`src/rtl/ahb_slave_protocol_monitor.sv`:
```
// Passive AHB slave-side protocol monitor: data-phase FSM, burst tracker, sticky/pulse/counter reporting.
// Optional wait statistics (wait_total, wait_max) enabled by defining AHB_MON_WAIT_STATS_EN.
module ahb_slave_protocol_monitor #(
  parameter int ADDR_WIDTH = 32,
  parameter int DATA_WIDTH = 32,
  parameter int MAX_WAIT   = 16,
  parameter int CNT_WIDTH  = 16
) (
  input  logic                  hclk,
  input  logic                  hreset,
  input  logic                  hselx,
  input  logic [ADDR_WIDTH-1:0] haddr,
  input  logic [1:0]            htrans,
  input  logic                  hwrite,
  input  logic [2:0]            hsize,
  input  logic [2:0]            hburst,
  input  logic                  hready,
  input  logic                  hreadyout,
  input  logic                  hresp,
  input  logic                  clr_sticky,
  output logic [5:0]            viol_pulse,
  output logic [5:0]            viol_sticky,
  output logic [2:0]            first_viol,
  output logic [CNT_WIDTH-1:0]  viol_count,
  output logic [CNT_WIDTH-1:0]  xfer_count,
  output logic                  irq
`ifdef AHB_MON_WAIT_STATS_EN
  ,
  output logic [CNT_WIDTH-1:0]  wait_total,
  output logic [7:0]            wait_max
`endif
);

  localparam int WAIT_W = $clog2(MAX_WAIT + 1);
  localparam logic [ADDR_WIDTH-1:0] ONE_A = ADDR_WIDTH'(1);

  typedef enum logic [1:0] {
    DP_IDLE     = 2'd0,
    DP_IDLE_CHK = 2'd1,
    DP_ACTIVE   = 2'd2,
    DP_ERR1     = 2'd3
  } dp_state_t;

  dp_state_t r_state, w_state_nxt;

  logic [WAIT_W-1:0]     r_wait;
  logic                  r_b_open, r_b_fixed, r_b_wrap, r_b_err;
  logic [4:0]            r_b_left, r_b_len;
  logic [2:0]            r_b_burst, r_b_size;
  logic [ADDR_WIDTH-1:0] r_b_addr;
  logic                  r_pend, r_p_write;
  logic [ADDR_WIDTH-1:0] r_p_addr;
  logic [2:0]            r_p_size, r_p_burst;
  logic [1:0]            r_p_trans;
  logic [5:0]            r_sticky;
  logic [2:0]            r_first;
  logic [CNT_WIDTH-1:0]  r_vcnt, r_xcnt;
  logic                  r_irq;

  logic                  w_acc, w_act, w_nonseq, w_seq, w_idle_acc, w_dp, w_b_err, w_left_pend;
  logic [ADDR_WIDTH-1:0] w_inc, w_bound, w_incr_addr, w_exp_addr;
  logic [5:0]            w_viol, w_sticky_nxt;
  logic [2:0]            w_first_base, w_first_nxt;

  function automatic logic [4:0] burst_len(input logic [2:0] b);
    case (b[2:1])
      2'd1:    return 5'd4;
      2'd2:    return 5'd8;
      2'd3:    return 5'd16;
      default: return 5'd1;
    endcase
  endfunction

  function automatic logic [2:0] lowest_idx(input logic [5:0] v);
    logic [2:0] idx;
    idx = 3'd7;
    for (int i = 5; i >= 0; i--) begin
      if (v[i]) idx = 3'(i);
    end
    return idx;
  endfunction

  function automatic logic [2:0] popcount6(input logic [5:0] v);
    logic [2:0] c;
    c = 3'd0;
    for (int i = 0; i < 6; i++) c = c + {2'b00, v[i]};
    return c;
  endfunction

  function automatic logic [CNT_WIDTH-1:0] sat_add(input logic [CNT_WIDTH-1:0] a, input logic [2:0] b);
    logic [CNT_WIDTH:0] s;
    s = {1'b0, a} + (CNT_WIDTH + 1)'(b);
    return s[CNT_WIDTH] ? {CNT_WIDTH{1'b1}} : s[CNT_WIDTH-1:0];
  endfunction

  // Transfer decode, expected burst address, protocol checks and next data-phase state.
  always_comb begin
    w_acc       = hselx & hready;
    w_act       = w_acc & htrans[1];
    w_nonseq    = w_acc & (htrans == 2'd2);
    w_seq       = w_acc & (htrans == 2'd3);
    w_idle_acc  = w_acc & (htrans == 2'd0);
    w_dp        = (r_state == DP_ACTIVE) | (r_state == DP_ERR1);
    // An ERROR seen during the burst excuses an early termination.
    w_b_err     = r_b_err | (hresp & w_dp);
    w_left_pend = r_b_open & r_b_fixed & (r_b_left != 5'd0) & !w_b_err;

    w_inc       = ONE_A << r_b_size;
    w_bound     = ADDR_WIDTH'(r_b_len) << r_b_size;
    w_incr_addr = r_b_addr + w_inc;
    if (r_b_wrap) begin
      w_exp_addr = (r_b_addr & ~(w_bound - ONE_A)) | (w_incr_addr & (w_bound - ONE_A));
    end else begin
      w_exp_addr = w_incr_addr;
    end

    w_viol    = 6'd0;
    w_viol[0] = w_act & ((32'd8 << hsize) > 32'(DATA_WIDTH));
    w_viol[1] = (r_state == DP_ACTIVE) & !hreadyout & ((32'(r_wait) + 32'd1) == 32'(MAX_WAIT));
    w_viol[2] = ((r_state == DP_ACTIVE) & hresp & hreadyout) | ((r_state == DP_ERR1) & !hresp);
    w_viol[3] = (r_state == DP_IDLE_CHK) & (!hreadyout | hresp);
    w_viol[4] = r_pend & ((haddr != r_p_addr) | (hwrite != r_p_write) | (hsize != r_p_size) |
                          (hburst != r_p_burst) | (htrans != r_p_trans));
    w_viol[5] = (w_seq & (!r_b_open | (haddr != w_exp_addr) | (hburst != r_b_burst) |
                          (hsize != r_b_size) | (r_b_fixed & (r_b_left == 5'd0)))) |
                ((w_nonseq | w_idle_acc) & w_left_pend);

    w_state_nxt = DP_IDLE;
    case (r_state)
      DP_ACTIVE: begin
        if (hresp & !hreadyout) begin
          w_state_nxt = DP_ERR1;
        end else if (hreadyout) begin
          w_state_nxt = w_act ? DP_ACTIVE : (w_acc ? DP_IDLE_CHK : DP_IDLE);
        end else begin
          w_state_nxt = DP_ACTIVE;
        end
      end
      DP_ERR1: begin
        if (hreadyout) begin
          w_state_nxt = w_act ? DP_ACTIVE : (w_acc ? DP_IDLE_CHK : DP_IDLE);
        end else begin
          w_state_nxt = DP_ERR1;
        end
      end
      default: begin
        w_state_nxt = w_act ? DP_ACTIVE : (w_acc ? DP_IDLE_CHK : DP_IDLE);
      end
    endcase

    // Clear drops old bits only; a pulse in the same cycle is still recorded.
    w_sticky_nxt = (clr_sticky ? 6'd0 : r_sticky) | w_viol;
    w_first_base = clr_sticky ? 3'd7 : r_first;
    if ((w_first_base == 3'd7) && (w_viol != 6'd0)) begin
      w_first_nxt = lowest_idx(w_viol);
    end else begin
      w_first_nxt = w_first_base;
    end

    viol_pulse = hreset ? 6'd0 : w_viol;
  end

  // Data-phase FSM, wait counter and stability snapshot.
  always_ff @(posedge hclk or posedge hreset) begin
    if (hreset) begin
      r_state   <= DP_IDLE;
      r_wait    <= '0;
      r_pend    <= 1'b0;
      r_p_addr  <= '0;
      r_p_write <= 1'b0;
      r_p_size  <= 3'd0;
      r_p_burst <= 3'd0;
      r_p_trans <= 2'd0;
    end else begin
      r_state <= w_state_nxt;
      if ((r_state == DP_ACTIVE) && !hreadyout) begin
        r_wait <= (r_wait == WAIT_W'(MAX_WAIT)) ? r_wait : r_wait + WAIT_W'(1);
      end else begin
        r_wait <= '0;
      end
      r_pend    <= hselx & !hready & htrans[1];
      r_p_addr  <= haddr;
      r_p_write <= hwrite;
      r_p_size  <= hsize;
      r_p_burst <= hburst;
      r_p_trans <= htrans;
    end
  end

  // Burst tracker.
  always_ff @(posedge hclk or posedge hreset) begin
    if (hreset) begin
      r_b_open  <= 1'b0;
      r_b_fixed <= 1'b0;
      r_b_wrap  <= 1'b0;
      r_b_err   <= 1'b0;
      r_b_left  <= 5'd0;
      r_b_len   <= 5'd1;
      r_b_burst <= 3'd0;
      r_b_size  <= 3'd0;
      r_b_addr  <= '0;
    end else if (w_nonseq) begin
      r_b_open  <= (hburst != 3'd0);
      r_b_fixed <= (hburst[2:1] != 2'd0);
      r_b_wrap  <= (hburst[2:1] != 2'd0) & !hburst[0];
      r_b_err   <= 1'b0;
      r_b_len   <= burst_len(hburst);
      r_b_left  <= burst_len(hburst) - 5'd1;
      r_b_burst <= hburst;
      r_b_size  <= hsize;
      r_b_addr  <= haddr;
    end else if (w_seq) begin
      r_b_err  <= w_b_err;
      r_b_addr <= haddr;
      r_b_left <= (r_b_left != 5'd0) ? r_b_left - 5'd1 : r_b_left;
    end else if (w_idle_acc) begin
      r_b_open <= 1'b0;
      r_b_err  <= w_b_err;
    end else begin
      r_b_err <= w_b_err;
    end
  end

  // Sticky flags, first violation index and saturating counters.
  always_ff @(posedge hclk or posedge hreset) begin
    if (hreset) begin
      r_sticky <= 6'd0;
      r_first  <= 3'd7;
      r_vcnt   <= '0;
      r_xcnt   <= '0;
      r_irq    <= 1'b0;
    end else begin
      r_sticky <= w_sticky_nxt;
      r_first  <= w_first_nxt;
      r_vcnt   <= sat_add(r_vcnt, popcount6(w_viol));
      r_xcnt   <= sat_add(r_xcnt, {2'b00, w_act});
      r_irq    <= |w_sticky_nxt;
    end
  end

  assign viol_sticky = r_sticky;
  assign first_viol  = r_first;
  assign viol_count  = r_vcnt;
  assign xfer_count  = r_xcnt;
  assign irq         = r_irq;

`ifdef AHB_MON_WAIT_STATS_EN
  logic [7:0]           r_pw, r_wmax;
  logic [CNT_WIDTH-1:0] r_wtot;
  logic                 w_dp_wait;
  logic [7:0]           w_pw_inc;

  always_comb begin
    w_dp_wait = w_dp & !hreadyout;
    w_pw_inc  = (r_pw == 8'hFF) ? r_pw : r_pw + 8'd1;
  end

  // Per-phase wait length, running total and longest phase.
  always_ff @(posedge hclk or posedge hreset) begin
    if (hreset) begin
      r_pw   <= 8'd0;
      r_wmax <= 8'd0;
      r_wtot <= '0;
    end else begin
      r_pw <= w_dp_wait ? w_pw_inc : 8'd0;
      if (clr_sticky) begin
        r_wmax <= 8'd0;
        r_wtot <= '0;
      end else if (w_dp_wait) begin
        r_wtot <= sat_add(r_wtot, 3'd1);
        r_wmax <= (w_pw_inc > r_wmax) ? w_pw_inc : r_wmax;
      end else begin
        r_wmax <= r_wmax;
        r_wtot <= r_wtot;
      end
    end
  end

  assign wait_total = r_wtot;
  assign wait_max   = r_wmax;
`endif

endmodule
```
`config.mk`:
```
export PLATFORM = sky130hd
export DESIGN_NAME = ahb_slave_protocol_monitor
export DESIGN_NICKNAME = d
export VERILOG_FILES = /design/src/rtl/ahb_slave_protocol_monitor.sv
export SDC_FILE = /design/constraint.sdc
export NUM_CORES = 1
export LEC_CHECK = 0
export CORE_ASPECT_RATIO = 1.1
export CORE_MARGIN = 3
export CORE_UTILIZATION = 55
export DETAILED_ROUTE_END_ITERATION = 16
export MAX_ROUTING_LAYER = met4
export PLACE_DENSITY = 0.79
export RECOVER_POWER = 50
export SLEW_MARGIN = 15
export SYNTH_ARGS = -nofsm -noshare
export SYNTH_HDL_FRONTEND = slang
export SYNTH_SLANG_ARGS = --single-unit
```
`constraint.sdc`:
```
create_clock -name hclk -period 6.4 [get_ports hclk]
set_input_delay 1.28 -clock hclk [delete_from_list [all_inputs] [get_ports hclk]]
set_output_delay 1.28 -clock hclk [all_outputs]
set_load 0.005 [all_outputs]
```
==> results.tsv <==
metric	value	unit
startpoint	hsize[1]	
layout_common_cells	176 x nand2_1, 138 x dfrtp_1, 78 x xor2_1	
antenna_left	0	
synth_cells	927	
hold_viol	0	
drv_cap	1	
intPower	0.002029	W
avgRoutedWirePerCell	17.80	um
violations	capacitance limit, slew limit	
pwr-share-seq	37.7	%
slew_headroom	-31.43	%
wl	22.00	mm
synth_area_per_cell	9.161	sq um
num_rows	47	
synth_xor_area_share	11.86	%
worstReg2RegEnd	viol_count[15]	
gp_congestion	0.9149	
final_core_util	68.42	%
net-switching-power	0.001035	W
fin_crit	6.021	ns
finClkSkew	0.008867	ns
cts_tree	done	
synth_area_leader_cell	dfrtp_1	
cp_data_arrival_time	6.34	ns
hpwl	15.62	mm
yosys.area_share.adder	3.978	%
grt_use_total	27.21	%
coreArea	15110	sq um
grt_pass1_vias	7020	
fillers	1218	
status	finished with violations	
path_clk_slew	0.06	ns
synth_compound_area_share	13.61	%
vias_per_cell	5.779	
whs	0.4978	ns
r2r_slack	0.41	ns
synth_seq_cells	142	
layout-drive-gt1-share	8.863	%
fmax	166.1	MHz
grt-ovfl-total	0	
leakagePower	4.630	nW
numPortBuffers	95	
synth_edf_count	0	
cts_buffer_depth	2	
dr.pass1.iters	7	
yosysSeqAreaShare	41.90	%
worstPathRequired	6.72	ns
ys_types	86	
drtIter0Drc	508	
synth_area_leaders	dfrtp_1 41%, xor2_1 8.0%, nand2_1 7.8%	
setup_violations	0	
path_class	in -> reg	
power_density	296.3	nW/um^2
grt_max_degree	75	
holdBufCountCts	0	
synth_ff_type	dfrtp_1	
worst_slew_pin_slew	1.971	ns
cp_max_fo	5	
synth_top_family_by_area	simple AND/OR/NAND/NOR gates	
cts_made_buffers	17	
num_io_pins	96	
antenna_found_initial	2	
die_width	124.5	um
final_common_cell	nand2_1	
syn-num-nets	999	
die_area	16970	sq um
worst_setup_path_end_kind	flop	
drcViolationCount	0	
comb_power_share	29.2	%
muxShareOfSynthArea	2.019	%
critPathLaunchType	input port	
grt_first_pass_wirelength	35.86	mm
die_h	136.3	um
hp-class	reg -> reg	
yosys.area_share.simple	23.41	%
clockRootBuffer	clkbuf_16	
synthArstFlopShare	100.0	%
num-nets-final	1097	
num_vias	7143	
htree_levels	4	
cts.sinks	142	
finalCritPeriodShare	94.08	%
area_growth	21.78	%
crit_end	viol_count[15]	
worstReg2RegStart	r_b_size[0]	
p_clk_share	33.1	%
yosysTopAreaCellShare	40.67	%
swShare	33.79	%
syn_area	8492	sq um
yosysWarnings	0	
start_util	56.19	%
insertion_delay	0.43	ns
r2r_cells	27	
maxSlewViolCount	40	
vdd.ir_drop.worst	0.2002	mV
## power by group through the flow
| stage | registers [W] | clock network [W] | logic (W) |
|---|---|---|---|
| after floorplan | 0.00113 | 0 | 0.000604 |
| after global placement | 0.00116 | 0 | 0.000871 |
| after detailed placement | 0.00116 | 0 | 0.000882 |
| after CTS | 0.00115 | 0.00103 | 0.000894 |
| after global routing | 0.00117 | 0.00107 | 0.000991 |
| final | 0.00115 | 0.00102 | 0.000895 |
## through the flow
stage	power [W]	area (sq um)	cells	TNS (ns)	worst slack (ns)
2_1_floorplan	0.001733	8492	927	0	0.5056
3_3_place_gp	0.002032	9657	1201	0	0.1188
3_5_place_dp	0.002044	9657	1201	0	0.04413
4_1_cts	0.003070	10260	1233	0	0.1497
5_1_grt	0.003232	10340	1236	-0.006315	-0.004977
6_report	0.003064	10340	1236	0	0.3787
## how the worst min path moves through the flow
stage,to,startpoint,cells after the start
after CTS,r_b_err,r_b_err,2
after detailed placement,r_b_err,r_b_err,2
after floorplan,r_b_err,r_b_err,2
after global placement,r_b_addr[31],r_b_addr[31],2
after global routing,r_b_err,r_b_err,2
final,r_b_burst[0],r_b_burst[0],2
## cells by family after synthesis
group,count (synthesis)
xor gates and xnor gates,115
buffers and inverters,65
adders and majority gates,24
AOI/OAI and AO/OA,160
muxes,16
and+or+nand+nor,405
DFF,142
## what timing repair did
action | in CTS | in global routing
buffers inserted | 0 | 1
hold endpoints to repair | 0 | 0
endpoints found under the setup margin | 0 | 16
gates resized for setup | 0 | 16
## flip-flops by register name, indices dropped and copies added (netlist names), 2 cells and up
name,flops
r_b_left,5
xfer_count,16
r_p_trans,2
r_b_addr,32
r_b_len,4
r_p_size,3
first_viol,3
r_p_addr,32
r_b_burst,3
viol_count,16
r_p_burst,3
viol_sticky,6
r_state,2
r_b_size,3
r_wait,5
## routing by layer
metal  routed length [um]  global-route usage [%]
met1                 9889                   35.44
met2                10350                   42.52
met3                 1260                   5.933
met4                  499                   9.501
met5                    0                       -
## critical path, stage by stage
cell	delay, ns
dlygate4sd3_1	0.69
xnor2_1	0.17
nand4_1	0.15
nor4_1	0.52
nand3_1	0.17
a211oi_1	0.20
nand4_1	0.17
nor4_2	0.19
and4_4	0.31
a21oi_1	0.11
fa_1	0.56
inv_1	0.06
fa_1	0.35
inv_1	0.09
a21o_1	0.11
a21o_1	0.16
nor3b_2	0.20
nand2_1	0.07
nor2_1	0.15
and3_1	0.23
nand3_1	0.10
mux2_2	0.28
## synth_stat cells (3+ instances only)
master and n:
dfrtp_1 138, fa_1 5, buf_6 3, nor2b_1 15
or2_2 6, xnor2_1 37, nor3b_1 6, mux2_2 5
and3b_1 3, o21a_1 8, a2bb2oi_1 3, nand4_1 18
clkbuf_1 20, dfstp_2 4, xor2_1 78, o21bai_1 3
buf_1 6, a211oi_1 8, and2_1 10, or3_1 6
nand3b_1 5, o21ai_0 39, nand2b_1 11, mux2i_1 10
o31a_1 6, nor4_1 19, a21o_1 12, inv_1 32
nor3_1 20, nor2_1 48, nand3_1 35, nand2_1 176
and4_1 4, o22ai_1 3, ha_1 19, a21oi_1 27
a31oi_1 7, and3_1 11
## area by class of cell
type / instances / area [sq um] / area share, %
flip-flops and latches: 142 / 3558 / 34.41
well taps: 196 / 245.2 / 2.371
inverters: 33 / 128.9 / 1.246
clock inverters: 11 / 131.4 / 1.270
repair buffers: 111 / 1060 / 10.25
multi-input cells: 720 / 4742 / 45.86
diodes: 2 / 5.005 / 0.04840
clock buffers: 21 / 470.5 / 4.549
No activity file was read; power rests on OpenSTA's default activity.
